File: src/rtl/apb4_slave_mem_pkg.sv
// Shared definitions for the APB4 slave memory: default widths, FSM states
// and the byte-lane helper used to size PSTRB.
package apb4_package;

  localparam int DEFAULT_ADDR_WIDTH  = 8;
  localparam int DEFAULT_DATA_WIDTH  = 32;
  localparam int DEFAULT_DEPTH       = 16;
  localparam int DEFAULT_WAIT_CYCLES = 0;
  localparam int DEFAULT_ERR_WIDTH   = 8;
  localparam int WAIT_CTR_WIDTH      = 4;

  typedef enum logic [1:0] {
    IDLE   = 2'd0,
    SETUP  = 2'd1,
    ACCESS = 2'd2
  } apb_state_e;

  function automatic int strb_lanes(input int data_width);
    return data_width / 8;
  endfunction

endpackage

File: src/rtl/apb4_wait_ctr.sv
// Wait-state counter: loaded at the start of a transfer, counts down to zero
// while the slave stretches the ACCESS phase.
module apb4_wait_ctr #(
  parameter int WIDTH = 4
) (
  input  logic             clk,
  input  logic             rst_n,
  input  logic             load,
  input  logic [WIDTH-1:0] load_value,
  input  logic             dec,
  output logic             zero
);

  logic [WIDTH-1:0] count;

  always_ff @(posedge clk or negedge rst_n) begin
    if (!rst_n) begin
      count <= '0;
    end else if (load) begin
      count <= load_value;
    end else if (dec && count != '0) begin
      count <= count - WIDTH'(1);
    end
  end

  assign zero = (count == '0);

endmodule

File: src/rtl/apb4_slave_mem.sv
// APB4 slave backed by a flip-flop memory with configurable wait states,
// byte strobes, address error reporting and a saturating error counter.
module apb4_slave_mem
  import apb4_package::*;
#(
  parameter int ADDR_WIDTH  = DEFAULT_ADDR_WIDTH,
  parameter int DATA_WIDTH  = DEFAULT_DATA_WIDTH,
  parameter int DEPTH       = DEFAULT_DEPTH,
  parameter int WAIT_CYCLES = DEFAULT_WAIT_CYCLES,
  parameter int ERR_WIDTH   = DEFAULT_ERR_WIDTH
) (
  input  logic                    PCLK,
  input  logic                    PRESETn,
  input  logic                    PSEL,
  input  logic                    PENABLE,
  input  logic                    PWRITE,
  input  logic [ADDR_WIDTH-1:0]   PADDR,
  input  logic [DATA_WIDTH-1:0]   PWDATA,
  input  logic [DATA_WIDTH/8-1:0] PSTRB,
  output logic [DATA_WIDTH-1:0]   PRDATA,
  output logic                    PREADY,
  output logic                    PSLVERR,
  output logic [ERR_WIDTH-1:0]    err_count
);

  localparam int LANES      = strb_lanes(DATA_WIDTH);
  localparam int LANE_SHIFT = $clog2(LANES);
  localparam int IDX_WIDTH  = (DEPTH > 1) ? $clog2(DEPTH) : 1;

  apb_state_e            state;
  logic [ADDR_WIDTH-1:0] cap_addr;
  logic                  cap_write;
  logic [DATA_WIDTH-1:0] cap_wdata;
  logic [LANES-1:0]      cap_strb;
  logic [DATA_WIDTH-1:0] mem [DEPTH];

  logic                  wait_zero;
  logic [ADDR_WIDTH-1:0] word_index;
  logic [IDX_WIDTH-1:0]  mem_index;
  logic                  xfer_err;
  logic                  xfer_done;

  apb4_wait_ctr #(
    .WIDTH(WAIT_CTR_WIDTH)
  ) u_wait_ctr (
    .clk        (PCLK),
    .rst_n      (PRESETn),
    .load       (state == SETUP),
    .load_value (WAIT_CTR_WIDTH'(WAIT_CYCLES)),
    .dec        (state == ACCESS),
    .zero       (wait_zero)
  );

  // Decode works only on the captured transfer so outputs never see live bus inputs.
  assign word_index = cap_addr >> LANE_SHIFT;
  assign mem_index  = word_index[IDX_WIDTH-1:0];
  assign xfer_err   = ({1'b0, word_index} >= (ADDR_WIDTH+1)'(DEPTH)) ||
                      ((cap_addr & ADDR_WIDTH'(LANES - 1)) != '0);
  assign xfer_done  = (state == ACCESS) && wait_zero;

  assign PREADY  = xfer_done;
  assign PSLVERR = xfer_done && xfer_err;
  assign PRDATA  = (xfer_done && !cap_write && !xfer_err) ? mem[mem_index] : '0;

  always_ff @(posedge PCLK or negedge PRESETn) begin
    if (!PRESETn) begin
      state     <= IDLE;
      cap_addr  <= '0;
      cap_write <= 1'b0;
      cap_wdata <= '0;
      cap_strb  <= '0;
      err_count <= '0;
    end else begin
      case (state)
        IDLE: begin
          if (PSEL && !PENABLE) state <= SETUP;
        end
        SETUP: begin
          cap_addr  <= PADDR;
          cap_write <= PWRITE;
          cap_wdata <= PWDATA;
          cap_strb  <= PSTRB;
          state     <= ACCESS;
        end
        ACCESS: begin
          if (wait_zero) begin
            if (xfer_err && err_count != '1) err_count <= err_count + ERR_WIDTH'(1);
            state <= (PSEL && !PENABLE) ? SETUP : IDLE;
          end else if (!(PSEL && PENABLE)) begin
            // Master abandoned the transfer: drop it silently.
            state <= IDLE;
          end
        end
        default: state <= IDLE;
      endcase
    end
  end

  always_ff @(posedge PCLK or negedge PRESETn) begin
    if (!PRESETn) begin
      for (int i = 0; i < DEPTH; i++) mem[i] <= '0;
    end else if (xfer_done && cap_write && !xfer_err) begin
      for (int b = 0; b < LANES; b++) begin
        if (cap_strb[b]) mem[mem_index][8*b +: 8] <= cap_wdata[8*b +: 8];
      end
    end
  end

endmodule

File: config.mk
export PLATFORM = sky130hd
export DESIGN_NAME = apb4_slave_mem
export DESIGN_NICKNAME = d
export VERILOG_FILES = /design/src/rtl/apb4_slave_mem_pkg.sv /design/src/rtl/apb4_wait_ctr.sv /design/src/rtl/apb4_slave_mem.sv
export SDC_FILE = /design/constraint.sdc
export NUM_CORES = 1
export LEC_CHECK = 0
export BUFFER_PORTS_ARGS = -buffer_cell sky130_fd_sc_hd__buf_2
export CORE_MARGIN = 2
export CORE_UTILIZATION = 25
export CTS_BUF_LIST = sky130_fd_sc_hd__clkbuf_16
export DETAILED_ROUTE_END_ITERATION = 8
export PLACE_DENSITY = 0.37
export SLEW_MARGIN = 5
export SYNTH_ARGS = -nofsm -noshare
export SYNTH_HDL_FRONTEND = slang
export SYNTH_SLANG_ARGS = --single-unit
File: constraint.sdc
create_clock -name PCLK -period 4.2 [get_ports PCLK]
set_input_delay 0.63 -clock PCLK [delete_from_list [all_inputs] [get_ports PCLK]]
set_output_delay 0.63 -clock PCLK [all_outputs]
set_load 0.01 [all_outputs]
==> flow_metrics.tcl, run 1 <==
set metrics [dict create \
    hold_class "in2reg" \
    crit_buf_inv 3 \
    synth_top_area_share_pct 54.02 \
    areaGrowthSynthToFinish_pct 16.81 \
    finClkSkew_ns 0.03315 \
    synth_xor_area_share_pct 0.2318 \
    cts_root_buffer "clkbuf_16" \
    finalCriticalPeriod_ns 3.933 \
    dpl_cell_area_um2 28770 \
    nFillCells 10606 \
    slew_viol_final 0 \
    yosys-mux-area-fraction_pct 33.96 \
    grt-ovfl-total 0 \
    synth_top_area_cell "dfrtp_1" \
    synth-simple-area-share_pct 7.550 \
    min_path_cells 3 \
    drive_gt1_share_pct 50.34 \
    portBuffers 90 \
    timing.fmax_mhz 254.2 \
    dieArea_um2 108400 \
    dp_hpwl_um 46790 \
    r2r_end "mem[108]" \
    crit_fanout 19 \
    layout_commonest_cell "dfrtp_1" \
    synth_top_family_by_area "multiplexers" \
    min_to "cap_wdata[24]" \
    core_um2 105100 \
    grt_max_degree 145 \
    initial_utilization_pct 25.16 \
    ys_ff_latch 571 \
    dieHeight_um 329.3 \
    final_area_um2 30900 \
    vias 15285 \
    drt_first_iter_violations 733 \
    n_antenna_cell 0 \
    rows 119 \
    clkPwrFrac_pct 42.9 \
    fp.dieW_um 329.3 \
    crit_arrival_ns 3.30 \
    powerDensity_nw_per_um2 423.9 \
    antenna_found_initial 0 \
    max_stage_delay_ns 0.81 \
    worst_slew_pin_slew_ns 0.8928 \
    critPathLaunchType "register" \
    cts_buffers 71 \
    synthCells 1737 \
    drt_pre_antenna_iters 4 \
    crit_family "simple AND/OR/NAND/NOR gates" \
    outcome "complete, no violations" \
    syn-cell-area_um2 26450 \
    drc 0 \
    synth_seq_area_share_pct 54.02 \
    setup_viol_count_final 0 \
    seqPwrFrac_pct 47.2 \
    multi_input_area_um2 11650 \
    switching_share_pct 28.26 \
    most-common-layout-cells "dfrtp_1 (567), mux2_2 (511), nand2_1 (155), mux4_2 (126), buf_2 (89)" \
    p_comb_share_pct 9.9 \
    drv_cap 0 \
    first_global_vias 16802 \
    syn_nets 1789 \
    viasPerCell 4.635 \
    reg2reg_from "u_wait_ctr.count[0]" \
    hold_viol 0 \
    avgSynthCellArea_um2 15.23 \
    slew_headroom_pct 40.29 \
    finalCritPeriodShare_pct 93.65 \
    p_switching_mw 3.701 \
    cts_htree_levels 3 \
    synthAdderAreaFrac_pct 0.1419 \
    clk_latency_ns 0.62 \
    place.gp.congestion 0.6944 \
    numClockSinks 571 \
    register_area_um2 14300 \
    tritoncts "done" \
    grt_pass1_wl_um 115100 \
    grt_usage_pct 14.39 \
    synth_warnings 0 \
    ff2ff_setup_slack_ns 0.95 \
    p_leak_nw 14.64 \
    crit_chain "inv_1 > ha_1 > nor3b_2 > nand2_2 > or3_2 > buf_4 > a211oi_1 > buf_2" \
    p_total_mw 13.10 \
    wl_um 76430 \
    irDropWorstVdd_mv 0.2619 \
    detail-route-antenna-nets 0 \
    layout.nets 1906 \
    rsz0062_at_grt "no" \
    path_clk_slew_ns 0.05 \
    clock_path_buffers 3 \
    io_pins 91 \
    routedWlPerCell_um 23.18 \
    min-delay-start "PWDATA[24]" \
    netlist_top_cells_area "dfrtp_1 (54%), mux2_2 (22%), mux4_2 (11%), nand2_1 (2.2%), a211oi_1 (1.8%)" \
    cp.required_ns 3.57 \
    reg2regPathDepth 8 \
    power.internal_mw 9.396 \
    final.setup.tns_ns 0 \
    synth_compound_area_share_pct 2.072 \
    synth_cell_types 46 \
    crit_type "reg2out" \
    endpoint_kind "output port" \
    slowest_stage "or3_2" \
]
how the worst max path moves through the flow:
stage | slack [ns] | cells past startpoint | to | start
final | 0.27 | 8 | PRDATA[6] | u_wait_ctr.count[0]
after global routing | 0.06 | 8 | PRDATA[0] | u_wait_ctr.count[0]
after CTS | 0.05 | 7 | PRDATA[1] | u_wait_ctr.count[0]
after detailed placement | 0.73 | 7 | PRDATA[1] | u_wait_ctr.count[0]
after global placement | 0.72 | 7 | PRDATA[2] | u_wait_ctr.count[0]
after floorplan | 1.36 | 8 | PRDATA[10] | u_wait_ctr.count[0]
sequential cells by signal, summed over array words and instances (netlist names):
register and count:
err_count 8, cap_strb 4, mem 512, cap_write 1, cap_addr 8, cap_wdata 32
u_wait_ctr.count 4, state 2
timing repair:
| item | 4_1_cts | 5_1_grt |
|---|---|---|
| hold buffers | 1 | 0 |
| endpoints found under the setup margin | 0 | 2 |
| setup buffers | 0 | 0 |
| resized for setup | 0 | 2 |
| hold endpoints to repair | 25 | 0 |
cell usage after synthesis, drive strengths merged:
cell type  number
nand3           8
o21ai           5
and4            2
nor4            3
mux4          126
nor3b           3
xor2            7
a211oi         62
mux2i          36
nand2         156
or3             1
or4             1
a221oi          2
buf            53
nor2            3
a22oi           1
and3b           2
nand4          18
o2bb2ai         1
nor2b          34
inv             5
mux2          513
a21oi           3
or3b            1
and3            1
clkbuf         59
nand2b          2
dfrtp         571
and2            1
nor3           53
a41oi           1
ha              3
per-stage QoR:
| step | instances | hold WS [ns] | setup WS [ns] | util, % |
|---|---|---|---|---|
| floorplan | 1737 | 0.3344 | 1.360 | - |
| global placement | 3171 | 0.4817 | 0.7171 | 27.37 |
| detailed placement | 3171 | 0.4884 | 0.7280 | 27.37 |
| CTS | 3298 | 0.1541 | 0.04787 | 29.38 |
| global route | 3298 | 0.1886 | 0.05512 | 29.39 |
| finish | 3298 | 0.2104 | 0.2665 | 29.39 |
cell families after synthesis:
logic type,Yosys count
AO/OA/AOI/OAI,75
multiplexers,675
adder cells (fa/ha/maj),3
XOR/XNOR,7
AND/OR/NAND/NOR,289
buffers and inverters,117
flip-flops,571
power by group through the flow:
stage | sequential, mW | combinational, mW | clock [mW]
floorplan | 5.91 | 1.01 | 0
global placement | 6.28 | 1.34 | 0
detailed placement | 6.29 | 1.34 | 0
CTS | 6.19 | 1.35 | 5.86
global route | 6.24 | 1.43 | 6.07
finish | 6.18 | 1.30 | 5.62
layer usage:
layer / GRT usage [%] / vias up / part of all wire [%]
li1: - / 6729 / -
met3: 2.607 / 112 / 4.2
met4: 5.217 / 0 / 3.0
met1: 19.76 / 8211 / 46
met5: 0 / - / 0
met2: 22.70 / 233 / 46
final cells by class:
| cell class | instances | share of cell area [%] |
|---|---|---|
| multi-input cells | 1049 | 37.69 |
| well taps | 1391 | 5.633 |
| flip-flops and latches | 571 | 46.30 |
| clock buffers | 74 | 5.994 |
| inverters | 5 | 0.06075 |
| repair buffers | 156 | 3.507 |
| clock inverters | 52 | 0.8140 |
tightest hold or removal path: cells and delay by family:
family	cells	cell delay, ns
buf+inv	1	0.08
simple gates	2	0.08
Power figures use the tool's default switching activity.
==> run 2, diff against run 1 <==
ABC_CLOCK_PERIOD_IN_PS = 4200   (was default)
CTS_BUF_LIST = default   (was sky130_fd_sc_hd__clkbuf_16)
SYNTH_HIERARCHICAL = 1   (was default)
==> run 2 against run 1 <==
Net effect:
- clock power grew 8.0%
- register-to-register slack lost 0.15 ns
- utilization grew 0.33 points
- critical path depth grew 3
- sequential share of layout area grew 0.99 points
- synthesized area shrank 3.0%
==> flow_metrics.tcl, run 2 <==
set metrics [dict create \
    critPathLaunchType "register" \
    cts_root_buffer "clkbuf_16" \
    detail-route-antenna-nets 0 \
    wl_um 71610 \
    grt-ovfl-total 0 \
    place_inst 3033 \
    core_um2 101700 \
    fp.dieW_um 324.3 \
    portBuffers 90 \
    drt_first_iter_violations 642 \
    grt_usage_pct 13.96 \
    synth_top_area_share_pct 55.71 \
    setup_viol_count_final 0 \
    numClockSinks 571 \
    crit_buf_inv 5 \
    slowest_stage "or3b_4" \
    reg_top3 "mem x512, cap_wdata x32" \
    grt_pass1_wl_um 108000 \
    synth_seq_area_share_pct 55.71 \
    dr.max_layer_used "met5" \
    drive_gt1_share_pct 54.76 \
    crit_chain "inv_1 > ha_1 > or3b_4 > inv_1 > nand3b_1 > buf_4 > nor4b_4 > buf_4 > a22oi_1 > nand2_1 > buf_2" \
    most-common-layout-cells "dfrtp_1 (568), mux2_2 (567), mux4_2 (128), nand2_1 (107), buf_2 (89)" \
    p_leak_nw 14.35 \
    synthCells 1626 \
    crit_type "reg2out" \
    drt_pre_antenna_iters 4 \
    drc 0 \
    routedWlPerCell_um 22.62 \
    syn-cell-area_um2 25650 \
    nFillCells 10111 \
    stdcell_count 3166 \
    max_stage_delay_ns 0.43 \
    dieArea_um2 105200 \
    hold_viol 0 \
    crit_family "buffers and inverters" \
    crit_arrival_ns 3.20 \
    first_global_vias 15817 \
    finalCriticalPeriod_ns 3.826 \
    endpoint_kind "output port" \
    crit_fanout 18 \
    synthArstFlopShare_pct 100.0 \
    worst_slew_pin_slew_ns 0.9769 \
    finClkSkew_ns 0.03260 \
    cp.required_ns 3.57 \
    drv_cap 0 \
    synth_cell_types 47 \
    slew_headroom_pct 34.80 \
    regMostFlops "mem" \
    rsz0062_at_grt "no" \
    rows 117 \
    clk_latency_ns 0.63 \
    outcome "complete, no violations" \
    irDropWorstVdd_mv 0.2244 \
    grt_max_degree 134 \
    clock_path_buffers 3 \
    synth-main-ff-cell "dfrtp_1" \
    largest_reg_flops 512 \
    synth_top_area_cell "dfrtp_1" \
    io_pins 91 \
    finalCritPeriodShare_pct 91.09 \
    multi_input_area_um2 11040 \
    layout.nets 1793 \
    met1_length_um 33400 \
    final.setup.tns_ns 0 \
    hold_class "in2reg" \
    path_clk_slew_ns 0.06 \
    avgSynthCellArea_um2 15.77 \
    yosysMostFrequentCell "dfrtp_1" \
    slew_viol_final 0 \
    layout_commonest_cell "dfrtp_1" \
    register_area_um2 14300 \
    vias 14518 \
    synth-edff-count 0 \
    ff2ff_setup_slack_ns 0.80 \
    viasPerCell 4.586 \
    initial_utilization_pct 25.21 \
    tritoncts "done" \
    final_core_util_pct 29.73 \
    whs_ns 0.1848 \
    antenna_found_initial 2 \
    wl_met2_um 33530 \
    dp_hpwl_um 44410 \
    ys_ff_latch 571 \
    areaGrowthSynthToFinish_pct 17.92 \
    netlist_top_cells_area "dfrtp_1 (56%), mux2_2 (25%), mux4_2 (11%), nand2_1 (1.6%), mux2_1 (1.0%)" \
    netlist_top_cells_count "dfrtp_1 (571), mux2_2 (567), mux4_2 (128)" \
    cts_buffers 72 \
    dieHeight_um 324.3 \
    wl_met3_um 3036 \
    timing.fmax_mhz 261.4 \
    synth_warnings 6 \
    powerDensity_nw_per_um2 472.5 \
    cts_htree_levels 3 \
    place.gp.congestion 0.6944 \
]
-- run 2: final timing paths --
kind | startpoint | cells after the start | end
min in group asynchronous | PRESETn | 2 | mem[34]
min reg2reg | mem[273] | 1 | mem[273]
max reg2reg | u_wait_ctr/count[0] | 8 | mem[212]
max | u_wait_ctr/count[0] | 11 | PRDATA[5]
max in group asynchronous | PRESETn | 3 | mem[181]
min | PENABLE | 2 | state[0]
-- run 2: final cells by class --
type	count	area share (%)
flip-flops and latches	571	47.28
clock buffers	107	6.855
inverters	4	0.04964
diodes	1	0.008274
clock inverters	22	0.7819
well taps	1368	5.659
multi-input cells	966	36.50
repair buffers	127	2.863
-- run 2: power breakdown --
part | switching [mW] | internal [mW] | total [mW]
clock | 2.46 | 3.61 | 6.07
sequential | 0.886 | 5.72 | 6.60
combinational | 0.845 | 0.777 | 1.62
-- run 2: through the flow --
step	power (mW)	cell area [um2]	worst slack, ns
after floorplan	7.483	25660	1.280
after CTS	14.63	30230	0.05297
after global placement	8.379	27910	0.8321
after global routing	15.03	30240	0.1531
after detailed placement	8.407	27910	0.7322
final	14.29	30240	0.3741
-- run 2: what timing repair did --
action	in CTS	in global routing
setup buffers	0	2
setup endpoints to repair	0	32
hold endpoints to repair	44	0
resized for setup	0	0
hold buffers	1	0
-- run 2: logic make-up after synthesis --
logic type / synth area share (%)
compound gates: 1.200
xor+xnor: 0.2391
fa+ha+maj: 0.09755
buf+inv: 1.420
flops: 55.71
mux: 37.15
other cells: 0.01462
simple gates: 4.171
-- run 2: routing by layer --
| layer | GRT usage (%) | vias to the layer above |
|---|---|---|
| met5 | 0 | - |
| met4 | 3.961 | 4 |
| met3 | 2.472 | 101 |
| met2 | 22.45 | 230 |
| met1 | 19.26 | 7873 |
| li1 | - | 6310 |
